===== src/rtl/dff_arb_pkg.sv =====
// Shared definitions for the round-robin shared-register arbiter.
// The state encoding is a plain 2-bit vector so 2'd3 stays representable and can be recovered from.
package dff_arb_pkg;

    typedef logic [1:0] arb_state_t;

    localparam arb_state_t IDLE  = 2'd0;
    localparam arb_state_t GRANT = 2'd1;
    localparam arb_state_t ACK   = 2'd2;

    localparam int unsigned DEF_WIDTH = 8;
    localparam int unsigned DEF_NREQ  = 4;

endpackage


===== src/rtl/rr_pick.sv =====
// Combinational round-robin picker: the first requester above `last`, wrapping at NREQ.
module rr_pick #(
    parameter int unsigned NREQ = 4,
    parameter int unsigned OW   = $clog2(NREQ)
) (
    input  logic [NREQ-1:0] req,
    input  logic [OW-1:0]   last,
    output logic [NREQ-1:0] win,
    output logic [OW-1:0]   win_idx,
    output logic            any
);

    int unsigned idx;

    // Offsets run 1..NREQ, so `last` itself is checked last (lowest priority).
    always_comb begin
        win     = '0;
        win_idx = '0;
        any     = 1'b0;
        idx     = 0;
        for (int unsigned i = 1; i <= NREQ; i++) begin
            idx = (32'(last) + i) % NREQ;
            if (!any && req[idx[OW-1:0]]) begin
                any               = 1'b1;
                win[idx[OW-1:0]]  = 1'b1;
                win_idx           = idx[OW-1:0];
            end
        end
    end

endmodule


===== src/rtl/dff_reg_arbiter.sv =====
// Round-robin arbiter granting one requester at a time write access to a shared register.
// Each transaction is GRANT then ACK; the register loads only on the GRANT->ACK edge.
module dff_reg_arbiter
    import dff_arb_pkg::*;
#(
    parameter int unsigned WIDTH = DEF_WIDTH,
    parameter int unsigned NREQ  = DEF_NREQ,
    parameter int unsigned OW    = $clog2(NREQ)
) (
    input  logic                  CLK,
    input  logic                  reset,
    input  logic [NREQ-1:0]       req,
    input  logic [NREQ*WIDTH-1:0] wdata,
    output logic [NREQ-1:0]       gnt,
    output logic [NREQ-1:0]       ack,
    output logic [WIDTH-1:0]      q,
    output logic [OW-1:0]         owner,
    output logic                  busy
);

    arb_state_t       state_q, state_d;
    logic [NREQ-1:0]  gnt_q, gnt_d;
    logic [NREQ-1:0]  ack_q, ack_d;
    logic [WIDTH-1:0] q_q, q_d;
    logic [OW-1:0]    owner_q, owner_d;
    logic [OW-1:0]    last_q, last_d;
    logic             busy_q;

    logic [NREQ-1:0]  pick_win;
    logic [OW-1:0]    pick_idx;
    logic             pick_any;

    rr_pick #(
        .NREQ (NREQ),
        .OW   (OW)
    ) u_rr_pick (
        .req     (req),
        .last    (last_q),
        .win     (pick_win),
        .win_idx (pick_idx),
        .any     (pick_any)
    );

    always_comb begin
        state_d = state_q;
        gnt_d   = '0;
        ack_d   = '0;
        q_d     = q_q;
        owner_d = owner_q;
        last_d  = last_q;
        case (state_q)
            IDLE: begin
                if (pick_any) begin
                    state_d = GRANT;
                    gnt_d   = pick_win;
                    owner_d = pick_idx;
                end
            end
            GRANT: begin
                // A dropped request abandons the grant without touching q or last.
                if (req[owner_q]) begin
                    q_d            = wdata[owner_q*WIDTH +: WIDTH];
                    last_d         = owner_q;
                    ack_d[owner_q] = 1'b1;
                    state_d        = ACK;
                end else begin
                    state_d = IDLE;
                end
            end
            ACK:     state_d = IDLE;
            default: state_d = IDLE;
        endcase
    end

    always_ff @(posedge CLK or negedge reset) begin
        if (!reset) begin
            state_q <= IDLE;
            gnt_q   <= '0;
            ack_q   <= '0;
            q_q     <= '0;
            owner_q <= '0;
            last_q  <= OW'(NREQ - 1);
            busy_q  <= 1'b0;
        end else begin
            state_q <= state_d;
            gnt_q   <= gnt_d;
            ack_q   <= ack_d;
            q_q     <= q_d;
            owner_q <= owner_d;
            last_q  <= last_d;
            busy_q  <= (state_d != IDLE);
        end
    end

    assign gnt   = gnt_q;
    assign ack   = ack_q;
    assign q     = q_q;
    assign owner = owner_q;
    assign busy  = busy_q;

endmodule


===== config.mk =====
export PLATFORM = sky130hd
export DESIGN_NAME = dff_reg_arbiter
export DESIGN_NICKNAME = d
export VERILOG_FILES = /design/src/rtl/dff_arb_pkg.sv /design/src/rtl/rr_pick.sv /design/src/rtl/dff_reg_arbiter.sv
export SDC_FILE = /design/constraint.sdc
export NUM_CORES = 1
export LEC_CHECK = 0
export CORE_MARGIN = 4
export CORE_UTILIZATION = 60
export DETAILED_ROUTE_END_ITERATION = 8
export DONT_BUFFER_PORTS = 1
export GPL_TIMING_DRIVEN = 0
export PLACE_DENSITY = 0.76
export SYNTH_ARGS = -nofsm -noshare
export SYNTH_HDL_FRONTEND = slang
export SYNTH_SLANG_ARGS = --single-unit

===== constraint.sdc =====
create_clock -name CLK -period 3.1 [get_ports CLK]
set_input_delay 0.31 -clock CLK [delete_from_list [all_inputs] [get_ports CLK]]
set_output_delay 0.31 -clock CLK [all_outputs]
set_load 0.1 [all_outputs]

==> impl_metrics.env, run 1 <==
export IMPL_finalClockSkew_ns=0.00273
export IMPL_die_w_um=57.7
export IMPL_cts_setup_buffers=0
export IMPL_cts_tree="done"
export IMPL_cts_max_path_buffers=2
export IMPL_worstPathMaxFanout=9
export IMPL_htreeDepth=1
export IMPL_slew_headroom=0.262
export IMPL_mostFrequentLayoutCell="dfrtp_1"
export IMPL_setup_slack_ns=0.249
export IMPL_place_hpwl_um=2410
export IMPL_grt_max_degree=24
export IMPL_syn_inst=114
export IMPL_crit_path_start_kind="register"
export IMPL_worstMarginPinSlew_ns=1.11
export IMPL_start_util=0.652
export IMPL_yosysWarningCount=0
export IMPL_place_congestion=0.809
export IMPL_period_share=0.920
export IMPL_num_vias=990
export IMPL_grt_pass1_wl_um=4930
export IMPL_die_area_um2=3330
export IMPL_setup_tns_ns=0
export IMPL_syn_num_nets=160
export IMPL_status="complete, no violations"
export IMPL_syn_area_um2=1480
export IMPL_clock_latency_ns=0.31
export IMPL_clock_sinks=23
export IMPL_port_buffers=0
export IMPL_core_area_um2=2280
export IMPL_preCtsSetupSlack_ns=0.0606
export IMPL_grt_use_total=0.190
export IMPL_fin_util=0.684
export IMPL_slew_violations=0
export IMPL_synth_distinct_cells=31
export IMPL_syn_area_per_cell_um2=13.0
export IMPL_ys_ff_latch=23
export IMPL_required_ns=3.32
export IMPL_cts_made_buffers=3
export IMPL_critPathCaptureType="register"
export IMPL_rsz0062_at_grt="false"
export IMPL_routed_wl_um=3180
export IMPL_path_class="register to register"
export IMPL_initialDrtViolationCount=29
export IMPL_gr_total_overflow=0
export IMPL_hold_viol=0
export IMPL_area_growth_pct=4.97
export IMPL_wire_per_inst_um=21.7
export IMPL_netlist_top_cells_area="dfrtp_1 (35%), mux4_2 (17%), mux2_2 (6.8%), ha_1 (6.7%), dfstp_2 (3.5%)"
export IMPL_via_per_inst=6.73
export IMPL_die_h_um=57.7
export IMPL_diodes=0
export IMPL_hold_path_class="primary input to register"
export IMPL_fmax_mhz=351
export IMPL_yosysTopAreaCell="dfrtp_1"
export IMPL_drive_gt1_frac=0.311
export IMPL_maxCapViolations=0
export IMPL_first_pass_iters=4
export IMPL_io_pins=57
export IMPL_root_buffer="clkbuf_4"
export IMPL_setup_viol=0
export IMPL_antenna_left=0
export IMPL_final_cell_mix="dfrtp_1 (20), mux4_2 (11), mux2_2 (9), nand2_1 (8), ha_1 (8)"
export IMPL_drc=0
export IMPL_arrival_ns=3.07
export IMPL_rows=17
export IMPL_clk_pin_slew_ns=0.13
export IMPL_fin_crit_ns=2.85
export IMPL_antenna_found_initial=0
export IMPL_nets=166
export IMPL_seq_area_frac_synth=0.390
export IMPL_synth_top_cell_area_share=0.354
export IMPL_grt_pass1_vias=1058
critical path, stage by stage, from the launching register on:
cell	delay, ns
dfstp_2	0.61
buf_6	0.15
inv_1	0.12
ha_1	0.30
clkbuf_2	0.18
mux4_2	0.33
buf_6	0.16
or3_4	0.40
o21ai_4	0.25
a21oi_1	0.07
a21o_1	0.17
cell families after synthesis:
kind of cell    after synthesis  synth area share
compound gates               21             0.106
fa+ha+maj                     8            0.0675
buf+inv                      13            0.0540
flops                        23             0.390
mux                          27             0.304
simple gates                 22            0.0784
sequential cells by signal, indices dropped and copies added, names as in the netlist:
register	cells
q	8
ack	4
gnt	4
last_q	2
owner	2
state_q	2
busy	1
stage by stage:
step	cell area [um2]	cells	hold slack (ns)
global route	1560	147	0.347
detailed placement	1520	142	0.0150
floorplan	1480	114	0.0144
finish	1560	147	0.356
global placement	1520	142	0.0149
CTS	1560	147	0.354
repair_timing:
| action | 4_1_cts | 5_1_grt |
|---|---|---|
| hold buffers | 1 | 0 |
| endpoints found under the hold margin | 23 | 0 |
| gates resized for setup | 0 | 1 |
| endpoints found under the setup margin | 0 | 4 |
metal layers:
layer	part of all wire	up-vias	track usage	wire length, um
li1	-	440	-	-
met1	0.37	489	0.226	1190
met2	0.52	56	0.327	1650
met3	0.10	5	0.0646	319
met4	0.0085	0	0.0563	27
met5	0	-	0	0
cell usage after synthesis:
| cell type | count |
|---|---|
| dfrtp_1 | 21 |
| mux4_2 | 11 |
| and3_1 | 1 |
| buf_4 | 2 |
| ha_1 | 8 |
| mux2_2 | 9 |
| a21oi_1 | 6 |
| buf_2 | 1 |
| o21ai_0 | 4 |
| dfstp_2 | 2 |
| nand3b_1 | 1 |
| o211ai_1 | 2 |
| inv_1 | 5 |
| clkdlybuf4s50_1 | 1 |
| a22o_1 | 4 |
| mux2i_1 | 5 |
| nor3_1 | 2 |
| mux4_1 | 2 |
| nor2_1 | 5 |
| nand2_1 | 8 |
| nor2b_1 | 2 |
| clkbuf_2 | 1 |
| o41ai_2 | 1 |
| clkbuf_1 | 1 |
| o21ai_4 | 1 |
| a21o_1 | 1 |
| buf_6 | 2 |
| a221oi_1 | 2 |
| nor2_4 | 1 |
| or3_4 | 1 |
| nor4b_1 | 1 |
area by class of cell:
type                            count  area [um2]
Clock inverter                      1        5.00
Timing Repair Buffer                1        10.0
Buffer                              8        61.3
Sequential cell                    23         579
Inverter                            5        18.8
Multi-Input combinational cell     78         826
Tap cell                           28        35.0
Clock buffer                        3        22.5
Fill cell                         158         718
worst paths after layout:
check,from,endpoint,slack (ns),cells past startpoint
max,last_q[0]$_DFFE_PN1P_,owner[0]$_DFFE_PN0P_,0.25,10
min,wdata[0],q[0]$_DFFE_PN0P_,0.36,2
max reg2reg,last_q[0]$_DFFE_PN1P_,owner[0]$_DFFE_PN0P_,0.25,10
min reg2reg,state_q[1]$_DFF_PN0_,owner[1]$_DFFE_PN0P_,0.51,1
max in group asynchronous,reset,owner[0]$_DFFE_PN0P_,1.83,1
min in group asynchronous,reset,gnt[0]$_DFF_PN0_,0.60,1
Power of run 1 is not shown: default switching activity piles up to over one toggle a cycle in this logic, so the estimate is an artifact.
==> run 2, diff against run 1 <==
--- a/config.mk
+++ b/config.mk
@@ -9,7 +9,6 @@
 export CORE_UTILIZATION = 60
 export DETAILED_ROUTE_END_ITERATION = 8
 export DONT_BUFFER_PORTS = 1
-export GPL_TIMING_DRIVEN = 0
 export PLACE_DENSITY = 0.76
 export SYNTH_ARGS = -nofsm -noshare
 export SYNTH_HDL_FRONTEND = slang
==> run 2 against run 1 <==
Net effect: final area down 3.1%; worst hold slack about the same; fmax grew 2.2%; critical endpoint unchanged; worst setup slack better by 0.061 ns; sequential share of layout area increased by 1.2 points; non-clock buffer count fell by 6; routed wire length shrank 9.3%; register-to-register slack improved by 0.06 ns; die area is the same; clock skew is essentially flat; flip-flop and latch count stayed put.
==> impl_metrics.env, run 2 (synthesis results as in run 1) <==
export IMPL_grt_pass1_vias=954
export IMPL_cts_setup_buffers=0
export IMPL_setup_viol=0
export IMPL_routed_wl_um=2890
export IMPL_status="complete, no violations"
export IMPL_crit_path_start_kind="register"
export IMPL_clock_sinks=23
export IMPL_path_class="register to register"
export IMPL_grt_max_degree=24
export IMPL_place_hpwl_um=2280
export IMPL_core_area_um2=2280
export IMPL_grt_use_total=0.181
export IMPL_worstPathMaxFanout=12
export IMPL_io_pins=57
export IMPL_rows=17
export IMPL_hold_path_class="primary input to register"
export IMPL_antenna_found_initial=0
export IMPL_fin_util=0.664
export IMPL_place_congestion=0.808
export IMPL_antenna_left=0
export IMPL_area_growth_pct=1.77
export IMPL_first_pass_iters=4
export IMPL_initialDrtViolationCount=33
export IMPL_clock_latency_ns=0.30
export IMPL_hold_viol=0
export IMPL_final_cell_mix="dfrtp_1 (20), mux4_2 (11), mux2_2 (9), nand2_1 (8), ha_1 (8)"
export IMPL_nFillCells=160
export IMPL_cts_max_path_buffers=2
export IMPL_cts_tree="done"
export IMPL_grt_pass1_wl_um=4650
export IMPL_fmax_mhz=358
export IMPL_drive_gt1_frac=0.283
export IMPL_die_w_um=57.7
export IMPL_finalClockSkew_ns=0.00256
export IMPL_num_vias=970
export IMPL_diodes=0
export IMPL_slew_headroom=0.333
export IMPL_worstMarginPinSlew_ns=0.998
export IMPL_start_util=0.652
export IMPL_hold_ws_ns=0.356
export IMPL_arrival_ns=3.00
export IMPL_via_per_inst=6.88
export IMPL_htreeDepth=1
export IMPL_die_h_um=57.7
export IMPL_mostFrequentLayoutCell="dfrtp_1"
export IMPL_rsz0062_at_grt="false"
export IMPL_die_area_um2=3330
export IMPL_slew_violations=0
export IMPL_wire_per_inst_um=20.5
export IMPL_nets=160
export IMPL_gr_total_overflow=0
export IMPL_required_ns=3.31
export IMPL_maxCapViolations=0
export IMPL_port_buffers=0
export IMPL_period_share=0.900
export IMPL_fin_crit_ns=2.79
export IMPL_cts_made_buffers=3
export IMPL_clk_pin_slew_ns=0.12
export IMPL_largest_reg_flops=8
export IMPL_root_buffer="clkbuf_4"
export IMPL_setup_tns_ns=0
export IMPL_drc=0
export IMPL_critPathCaptureType="register"
-- run 2: cell types whose count changed in the layout (fill, tap and decap cells not counted), sizes merged --
cell           delta
buf               -3
clkdlybuf4s50     -1
clkbuf            -1
clkinv            -1
-- run 2: final timing paths --
| check | startpoint | endpoint | slack [ns] | depth (start not counted) |
|---|---|---|---|---|
| worst max register to register | last_q[0]$_DFFE_PN1P_ | owner[0]$_DFFE_PN0P_ | 0.31 | 7 |
| worst min register to register | state_q[1]$_DFF_PN0_ | owner[1]$_DFFE_PN0P_ | 0.51 | 1 |
| min in group asynchronous | reset | q[5]$_DFFE_PN0P_ | 0.61 | 1 |
| worst max-delay path | last_q[0]$_DFFE_PN1P_ | owner[0]$_DFFE_PN0P_ | 0.31 | 7 |
| max in group asynchronous | reset | owner[0]$_DFFE_PN0P_ | 1.83 | 1 |
| worst min-delay path | wdata[4] | q[4]$_DFFE_PN0P_ | 0.36 | 2 |
-- run 2: critical path: stages, from the launching register on --
cell and delay (ns):
dfstp_2 0.70, inv_1 0.19, ha_1 0.45, mux4_2 0.44, or3_4 0.44, o21ai_4 0.24
a21oi_1 0.07, a21o_1 0.16
-- run 2: layout make-up --
cell class	count	area, um2	area share
clock buffer	4	26.3	0.0174
inverter	5	18.8	0.0124
multi-input combinational	78	826	0.547
sequential	23	579	0.384
tap	28	35.0	0.0232
timing repair buffer	3	25.0	0.0166
-- run 2: layer usage --
| layer | global-route usage | part of all wire |
|---|---|---|
| met5 | 0 | 0 |
| met2 | 0.287 | 0.49 |
| met1 | 0.236 | 0.39 |
| met3 | 0.0646 | 0.11 |
| met4 | 0.0497 | 0.0066 |
-- run 2: per-stage QoR --
step,worst slack (ns),cell area (um2),cells
global placement,0.420,1470,136
finish,0.310,1510,141
detailed placement,0.311,1470,136
floorplan,0.331,1480,114
global route,0.114,1510,141
CTS,0.297,1510,141
-- run 2: repair_timing --
action | in CTS | in global routing
hold buffers | 1 | 0
resized for setup | 0 | 0
endpoints found under the hold margin | 23 | 0
Power of run 2 is left out for the same reason.
